===== src/rtl/fifo_uart_pkg.sv =====
// Shared types and constants for the FIFO-draining UART transmitter.
// FIFO_UART_TX_PARITY_EN adds an even-parity bit and the PARITY state.
package fifo_uart_pkg;

    localparam logic START_BIT = 1'b0;
    localparam logic STOP_BIT  = 1'b1;
    localparam int   DATA_BITS = 8;

    typedef enum logic [2:0] {
        ST_IDLE,
        ST_START,
        ST_DATA,
`ifdef FIFO_UART_TX_PARITY_EN
        ST_PARITY,
`endif
        ST_STOP
    } uart_state_e;

    // Serial bits per frame: start + data + optional parity + stop.
    function automatic int frame_bits();
`ifdef FIFO_UART_TX_PARITY_EN
        return 1 + DATA_BITS + 1 + 1;
`else
        return 1 + DATA_BITS + 1;
`endif
    endfunction

endpackage


===== src/rtl/fifo_uart_tx_if.sv =====
// Read port of the byte FIFO as seen by its drain-side consumer.
interface fifo_uart_tx_if;
    import fifo_uart_pkg::*;

    logic                 fifo_empty;
    logic [DATA_BITS-1:0] fifo_data;
    logic                 fifo_read_enable;

    // master: the consumer that pops; slave: the FIFO itself.
    modport master (
        input  fifo_empty,
        input  fifo_data,
        output fifo_read_enable
    );

    modport slave (
        output fifo_empty,
        output fifo_data,
        input  fifo_read_enable
    );

endinterface


===== src/rtl/baud_tick_counter.sv =====
// Bit-time counter: counts 0..CLKS_PER_BIT-1 and flags the final count.
module baud_tick_counter #(
    parameter int unsigned CLKS_PER_BIT = 16
) (
    input  logic clock,
    input  logic reset,
    input  logic restart,
    output logic bit_done
);

    localparam int unsigned       CW   = (CLKS_PER_BIT > 1) ? $clog2(CLKS_PER_BIT) : 1;
    localparam logic [CW-1:0]     LAST = CW'(CLKS_PER_BIT - 1);

    logic [CW-1:0] count_q;
    logic [CW-1:0] count_d;

    // Restart realigns bit boundaries to the pop so the start bit is a full bit time.
    always_comb begin
        count_d = count_q + CW'(1);
        if (restart || (count_q == LAST)) begin
            count_d = '0;
        end
    end

    always_ff @(posedge clock) begin
        if (reset) begin
            count_q <= '0;
        end else begin
            count_q <= count_d;
        end
    end

    assign bit_done = (count_q == LAST);

endmodule


===== src/rtl/fifo_uart_tx.sv =====
// Pops bytes from a FIFO and sends each as a UART frame (start, 8 data LSB first, stop).
// Define FIFO_UART_TX_PARITY_EN to insert an even-parity bit before the stop bit.
module fifo_uart_tx
    import fifo_uart_pkg::*;
#(
    parameter int unsigned CLKS_PER_BIT = 16
) (
    input  logic                  clock,
    input  logic                  reset,
    input  logic                  tx_enable,
    fifo_uart_tx_if.master        fifo,
    output logic                  tx,
    output logic                  busy,
    output logic [15:0]           frame_count
);

    localparam logic [2:0] LAST_IDX = 3'(DATA_BITS - 1);

    uart_state_e          state_q;
    logic [DATA_BITS-1:0] shift_q;
    logic [2:0]           idx_q;
    logic                 tx_q;
    logic                 busy_q;
    logic [15:0]          frame_count_q;
`ifdef FIFO_UART_TX_PARITY_EN
    logic                 parity_q;
`endif

    logic bit_done;
    logic stop_last;
    logic pop;

    baud_tick_counter #(
        .CLKS_PER_BIT (CLKS_PER_BIT)
    ) u_baud (
        .clock    (clock),
        .reset    (reset),
        .restart  (pop),
        .bit_done (bit_done)
    );

    // Popping in the last stop cycle chains frames with no idle gap.
    assign stop_last             = (state_q == ST_STOP) && bit_done;
    assign pop                   = ((state_q == ST_IDLE) || stop_last) && tx_enable
                                   && !fifo.fifo_empty && !reset;
    assign fifo.fifo_read_enable = pop;

    always_ff @(posedge clock) begin
        if (reset) begin
            state_q       <= ST_IDLE;
            shift_q       <= '0;
            idx_q         <= '0;
            tx_q          <= STOP_BIT;
            busy_q        <= 1'b0;
            frame_count_q <= '0;
`ifdef FIFO_UART_TX_PARITY_EN
            parity_q      <= 1'b0;
`endif
        end else begin
            if (stop_last) begin
                frame_count_q <= frame_count_q + 16'd1;
            end

            if (pop) begin
                state_q  <= ST_START;
                shift_q  <= fifo.fifo_data;
                idx_q    <= '0;
                tx_q     <= START_BIT;
                busy_q   <= 1'b1;
`ifdef FIFO_UART_TX_PARITY_EN
                parity_q <= ^fifo.fifo_data;
`endif
            end else if (bit_done) begin
                case (state_q)
                    ST_IDLE: begin
                        tx_q   <= STOP_BIT;
                        busy_q <= 1'b0;
                    end
                    ST_START: begin
                        state_q <= ST_DATA;
                        tx_q    <= shift_q[0];
                    end
                    ST_DATA: begin
                        if (idx_q == LAST_IDX) begin
`ifdef FIFO_UART_TX_PARITY_EN
                            state_q <= ST_PARITY;
                            tx_q    <= parity_q;
`else
                            state_q <= ST_STOP;
                            tx_q    <= STOP_BIT;
`endif
                        end else begin
                            idx_q   <= idx_q + 3'd1;
                            shift_q <= shift_q >> 1;
                            tx_q    <= shift_q[1];
                        end
                    end
`ifdef FIFO_UART_TX_PARITY_EN
                    ST_PARITY: begin
                        state_q <= ST_STOP;
                        tx_q    <= STOP_BIT;
                    end
`endif
                    ST_STOP: begin
                        state_q <= ST_IDLE;
                        tx_q    <= STOP_BIT;
                        busy_q  <= 1'b0;
                    end
                    default: begin
                        state_q <= ST_IDLE;
                        tx_q    <= STOP_BIT;
                        busy_q  <= 1'b0;
                    end
                endcase
            end
        end
    end

    assign tx          = tx_q;
    assign busy        = busy_q;
    assign frame_count = frame_count_q;

endmodule


===== src/flat_wrapper.sv =====
// flat-port wrapper written by rule: the top's interface ports become plain ports
module fifo_uart_tx_flat import fifo_uart_pkg::*;
#(
    parameter int unsigned CLKS_PER_BIT = 16
)
  (clock, reset, tx_enable, tx, busy, frame_count, fifo_fifo_empty, fifo_fifo_data, fifo_fifo_read_enable);
  fifo_uart_tx_if fifo_i ();
  input  logic clock;
  input  logic reset;
  input  logic tx_enable;
  output logic tx;
  output logic busy;
  output logic [15:0] frame_count;
  input wire logic [$bits(fifo_i.fifo_empty)-1:0] fifo_fifo_empty;
  input wire logic [$bits(fifo_i.fifo_data)-1:0] fifo_fifo_data;
  output wire logic [$bits(fifo_i.fifo_read_enable)-1:0] fifo_fifo_read_enable;
  assign fifo_i.fifo_empty = fifo_fifo_empty;
  assign fifo_i.fifo_data = fifo_fifo_data;
  assign fifo_fifo_read_enable = fifo_i.fifo_read_enable;
  fifo_uart_tx #(.CLKS_PER_BIT(CLKS_PER_BIT)) u_core (.clock(clock), .reset(reset), .tx_enable(tx_enable), .fifo(fifo_i), .tx(tx), .busy(busy), .frame_count(frame_count));
endmodule

===== config.mk =====
export PLATFORM = sky130hd
export DESIGN_NAME = fifo_uart_tx_flat
export DESIGN_NICKNAME = d
export VERILOG_FILES = /design/src/rtl/fifo_uart_pkg.sv /design/src/rtl/fifo_uart_tx_if.sv /design/src/rtl/baud_tick_counter.sv /design/src/rtl/fifo_uart_tx.sv /design/src/flat_wrapper.sv
export SDC_FILE = /design/constraint.sdc
export NUM_CORES = 1
export LEC_CHECK = 0
export CELL_PAD_IN_SITES_DETAIL_PLACEMENT = 0
export CELL_PAD_IN_SITES_GLOBAL_PLACEMENT = 1
export CORE_UTILIZATION = 37
export CTS_BUF_LIST = sky130_fd_sc_hd__clkbuf_8
export CTS_CLUSTER_SIZE = 28
export DETAILED_ROUTE_END_ITERATION = 8
export GPL_TIMING_DRIVEN = 0
export MAX_ROUTING_LAYER = met4
export PLACE_DENSITY_LB_ADDON = 0.1
export SYNTH_ARGS = -nofsm -noshare
export SYNTH_HDL_FRONTEND = slang
export SYNTH_SLANG_ARGS = --single-unit

===== constraint.sdc =====
create_clock -name clock -period 1.58 [get_ports clock]
set_input_delay 0.237 -clock clock [delete_from_list [all_inputs] [get_ports clock]]
set_output_delay 0.237 -clock clock [all_outputs]
set_load 0.005 [all_outputs]

After elaboration in Yosys (flattened, before gate mapping)

Cells that the tools add are included.

Flip-flop bits (word level): 36
Bits in latches: 0
Memory bits (writable): 0
ROM bits: 0
Input port bits: 12
Output and inout bits: 19
Word-level logic and storage cells: 57
Memories kept: 0

Add/sub/neg operators: 3
Multiply operators: 0
Div/mod/pow operators: 0
Magnitude comparators: 0
Equal/unequal tests: 10
Shifts and indexed selects: 0
Mux-type cells: 15
Bitwise logic cells: 2
Reduce and logical (&&, ||, !) cells: 19

Operator list:

| cell                  | number |
|---|---|
| $mux 8                | 4 |
| $add 16x1->16 const B | 1 |
| $reduce_and 3->1      | 4 |
| $pmux 3 s3            | 1 |
| $mux 1                | 8 |
| $eq 3x2->1 const B    | 2 |
| $reduce_or 2->1       | 3 |
| $add 4x1->4 const B   | 1 |
| $eq 4x4->1 const B    | 1 |
| $logic_and 1x1->1     | 4 |
| $ne 2x1->1 const B    | 2 |
| $ne 2x2->1 const B    | 2 |
| $reduce_bool 2->1     | 2 |
| $add 3x1->3 const B   | 1 |
| $eq 3x1->1 const B    | 1 |
| $eq 3x3->1 const B    | 1 |
| $logic_not 3->1       | 1 |
| $mux 3                | 1 |
| $ne 3x2->1 const B    | 1 |
| $logic_not 1->1       | 2 |
| $logic_or 1x1->1      | 2 |
| $not 1->1             | 2 |
| $pmux 1 s2            | 1 |
| $reduce_and 2->1      | 1 |

Longest topological paths before layout

Depth in word-level cells: 8
Gate-level depth with buffers: 7
Mapped depth without buffers: 6

By module

A second synthesis with hierarchy kept.

Cells, all modules: 179
Area total of the unflattened synthesis: 1689.1 µm²

Modules (own cells, without submodules):

| module            | instances | cells each | area each (µm²) | sequential area each (µm²) |
|---|---|---|---|---|
| fifo_uart_tx      | 1         | 163        | 1531.5          | 620.6 |
| baud_tick_counter | 1         | 16         | 157.7           | 80.1 |

Least setup slack after synthesis

No wires, ideal clock.

Kind: reg-to-reg
From: register u_core.u_baud.count_q[0]
To: register u_core.frame_count_q[15], in the netlist u_core.frame_count[15]
Setup time: 121 ps
Arrival: 1596 ps
Required time: 1459 ps
Slack: -137 ps
Stages on the path, launching flop included: 6
Buffers on the path: 0
Clock period less this slack: 1717 ps
Cells stage by stage: dfxtp_1 > ha_1 > nand4_4 > nor4_4 > nand3_2 > mux2_4

Cells in the longest elaborated chain, start to end: 2

RTL lines:

| what                   | line                    | text |
|---|---|---|
| from (decl)            | baud_tick_counter.sv:14 | `logic [CW-1:0] count_q;` |
| from (signal assigned) | baud_tick_counter.sv:29 | `count_q <= count_d;` |
| $eq 4x4->1             | baud_tick_counter.sv:33 | `assign bit_done = (count_q == LAST);` |
| $logic_and 1x1->1      | fifo_uart_tx.sv:43      | `assign stop_last = (state_q == ST_STOP) && bit_done;` |
| to (signal assigned)   | fifo_uart_tx.sv:61      | `frame_count_q <= frame_count_q + 16'd1;` |
| to (decl)              | fifo_uart_tx.sv:24      | `logic [15:0] frame_count_q;` |

No other way between the ends.
A chain may end at the register's enable or synchronous reset.

Final worst setup path

From: register u_core.state_q[0]
To: output port fifo_fifo_read_enable

Cells in the longest elaborated chain, start to end: 6
Elaborated cells between the ends (all ways): 7
Those cells by class: 1 x eq/ne; 6 x reduce/logical

RTL lines:

| what                             | line               | text |
|---|---|---|
| from (decl)                      | fifo_uart_tx.sv:19 | `uart_state_e state_q;` |
| from (signal assigned)           | fifo_uart_tx.sv:50 | `state_q <= ST_IDLE;` |
| from (signal assigned)           | fifo_uart_tx.sv:65 | `state_q <= ST_START;` |
| from (signal assigned)           | fifo_uart_tx.sv:80 | `state_q <= ST_DATA;` |
| $eq 3x2->1                       | fifo_uart_tx.sv:43 |  |
| $logic_and 1x1->1                | fifo_uart_tx.sv:43 |  |
| $logic_or 1x1->1 *               | fifo_uart_tx.sv:44 | `assign pop = ((state_q == ST_IDLE) \|\| stop_last) && tx_enable` |
| $logic_and 1x1->1 *              | fifo_uart_tx.sv:44 |  |
| $logic_and 1x1->1 * (2 in a row) | fifo_uart_tx.sv:45 | `&& !fifo.fifo_empty && !reset;` |
| to (decl)                        | flat_wrapper.sv:16 | `output wire logic [$bits(fifo_i.fifo_read_enable)-1:0] fifo_fifo_read_enable;` |

Mark *: on every way between the ends. The rest lies on a longest branch, timed or not.

==> results.cfg <==
[outcome]
run_status = finished, violations left
violations = setup timing

[logic_synthesis]
syn-instance-count = 185
ys.flop_type = sky130_fd_sc_hd__dfxtp_1
seq_area_frac_synth = 0.404
synth-async-reset-ratio = 0
synth.lib_cells_used.distinct = 49
post_synthesis_instance_area_sq_um = 1730
synthesis.nets = 205
synth.yosys.warnings = 0
synth-edff-count = 0
syn_avg_cell_area_sq_um = 9.37
postSynthRegisterBits = 35

[flow_run]
cap_viol_max_count = 0

[cells_and_area]
synthesis_to_finish_area_growth_pct = 46.5
nFillCells = 412
final_cell_mix = sky130_fd_sc_hd__clkdlybuf4s50_1, sky130_fd_sc_hd__dfxtp_1, sky130_fd_sc_hd__nand2_1
num_antenna_cells = 0
final_area_sq_um = 2540
drive_gt1_frac = 0.350
final_core_util = 0.575
final_common_cell = sky130_fd_sc_hd__clkdlybuf4s50_1
design.final.nets = 261

[clock_tree]
clock_sinks = 35
clock_tree_from_tritoncts = yes
clkSlewWorstSetupHoldPaths_ps = 70
clk-insertion-delay-late_ps = 280
cts-htree-levels = 2
clk_root_buffer_cell = sky130_fd_sc_hd__clkbuf_8
cts-buffers-inserted = 5
cts.path.max_buffers = 2

[floorplan]
design.die.area_sq_um = 4960
floorplan.core_area_sq_um = 4410
die_x_microns = 70.4
site_row_count = 24
floorplan.initialDensity = 0.393
boundaryPins = 31
die_y_extent_microns = 70.4

[setup_path]
critPathArrivalTime_ps = 1510
regToRegStartpoint = u_core.state_q[1]$_SDFFE_PP0P_
critPathCaptureType = output pin
crit_path_start = u_core.state_q[0]$_SDFFE_PP0P_
worst-setup-path-type = reg2out
timing.critical_path.fanout_max = 3
cp-start-kind = flip-flop
worst-endpoint-required_ps = 1340

[place]
placed_cell_area_sq_um = 2140
place_worst_setup_slack_ps = -772
place.port_buffers = 30
gp_routability_congestion = 0.769
hpwl_microns = 2700

[pwr]
power.leakage_uw = 0.000974
netSwitchingFraction = 0.235
power.ir.vdd_worst_mv = 0.348
pwr-share-clk = 0.345
cellInternalPower_uw = 1300
power_per_cell_area_nw_per_um2 = 667
pwr-share-seq = 0.545
report.power.total_uw = 1690
sw_pwr_uw = 398
power.combinational.fraction = 0.110

[drt]
routed-via-count = 1512
drcViolationCount = 0
initialDrtViolationCount = 41
vias_per_cell = 5.18
postRouteAntennaNets = 0
dr.pass1.iters = 4
post_drt_wl_per_cell_microns = 14.1
detail_route.wirelength_microns = 4110

[timing]
fin_worst_skew_ps = 5.01
finalHoldWorstSlack_ps = 478
final_hold_viol_count = 0
tightestPinTransition_ps = 539
worst_slew_margin_rel = 0.640
setup_violations = 16
final.period_utilization = 1.11
final_max_slew_viol_count = 0
timing.fmax_mhz = 573
post-route-min-period_ps = 1750
rsz0062_at_grt = yes
layout_setup_ws_ps = -166

[worst_hold_path]
hold_start = u_core.shift_q[4]$_SDFFE_PP0P_
hold_path_class = reg2reg

[global_routing]
antenna_violations_before_repair = 0
globalRoute.totalOverflow = 0
grt_start_max_net_pins = 11
grt_util_all_layers = 0.183
grt_pass1_wl_microns = 6840
via_count_of_the_first_global_routing_pass = 1451
## stage by stage
step	TNS, ps	std cells
final	-867	292
after global placement	-4480	267
after detailed placement	-5450	267
after CTS	-760	286
after floorplan	0	185
after global routing	-2760	292
## final timing paths
check,cells past startpoint,to,slack (ps)
max,6,fifo_fifo_read_enable,-170
min,2,u_core.shift_q[3]$_SDFFE_PP0P_,480
max reg2reg,7,u_core.frame_count[15]$_SDFFE_PP0P_,-100
min reg2reg,2,u_core.shift_q[3]$_SDFFE_PP0P_,480
## metal layers
layer / vias up / share of wire / track usage
met5: - / 0 / -
met4: 0 / 0.015 / 0.0600
met3: 6 / 0.032 / 0.0433
met2: 23 / 0.47 / 0.287
met1: 725 / 0.48 / 0.230
li1: 758 / - / -
## sequential cells by signal (all words and copies together), names as in the netlist
name / flops
u_core.frame_count: 16
u_core.shift_q: 8
u_core.u_baud.count_q: 4
u_core.idx_q: 3
u_core.state_q: 2
u_core.busy: 1
u_core.tx: 1
## power by group through the flow
stage	clock (uW)	sequential [uW]	combinational, uW
5_1_grt	658	925	203
3_5_place_dp	0	945	151
4_1_cts	615	922	174
2_1_floorplan	0	942	88.0
3_3_place_gp	0	943	147
6_report	584	923	187
## worst max-delay path, stage by stage (launching register included)
cell	delay [ps]
sky130_fd_sc_hd__dfxtp_4	360
sky130_fd_sc_hd__inv_2	80
sky130_fd_sc_hd__ha_4	150
sky130_fd_sc_hd__a41oi_4	40
sky130_fd_sc_hd__nor4b_4	340
sky130_fd_sc_hd__buf_6	160
sky130_fd_sc_hd__buf_6	80
## area by class of cell
class	instances	area, sq um	area share
Multi-Input combinational cell	130	1100	0.435
Sequential cell	35	719	0.283
Timing Repair Buffer	51	482	0.190
Clock buffer	5	68.8	0.0271
Tap cell	52	65.1	0.0256
Buffer	6	48.8	0.0192
Inverter	12	47.5	0.0187
Clock inverter	1	3.75	0.00148
## repair_timing
action | CTS | global route
pin swaps | 17 | 12
hold buffers | 0 | 0
endpoints found under the setup margin | 24 | 29
gates resized for setup | 25 | 27
gates cloned | 2 | 0
setup buffers | 13 | 6
## Yosys cell counts (2+ instances only)
master                     number  area (sq um)
sky130_fd_sc_hd__nand4_1        5          31.3
sky130_fd_sc_hd__buf_4          2          15.0
sky130_fd_sc_hd__mux2i_1        2          20.0
sky130_fd_sc_hd__ha_1           8           100
sky130_fd_sc_hd__a221oi_2       5          75.1
sky130_fd_sc_hd__xnor2_1        9          78.8
sky130_fd_sc_hd__clkbuf_1       3          11.3
sky130_fd_sc_hd__nor3_1         6          30.0
sky130_fd_sc_hd__a221oi_1       2          17.5
sky130_fd_sc_hd__nand2_1       17          63.8
sky130_fd_sc_hd__inv_1         12          45.0
sky130_fd_sc_hd__o21ai_0        3          15.0
sky130_fd_sc_hd__a21oi_1       15          75.1
sky130_fd_sc_hd__nand3_1        7          35.0
sky130_fd_sc_hd__nor2_1        16          60.1
sky130_fd_sc_hd__nor2b_1        2          12.5
sky130_fd_sc_hd__buf_6          2          22.5
sky130_fd_sc_hd__dfxtp_1       35           701
sky130_fd_sc_hd__xor2_1         3          26.3
sky130_fd_sc_hd__and3_1         2          12.5
## cells by family (layout without fill, tap and decap cells)
logic type      Yosys count  after routing  share of synthesized area
simple gates             73             73                      0.248
flops                    35             35                      0.404
compound gates           34             34                      0.152
buf+inv                  20             75                     0.0570
xor+xnor                 12             12                     0.0607
fa+ha+maj                 8              8                     0.0578
mux                       3              3                     0.0202
(Power assumes the default switching activity.)
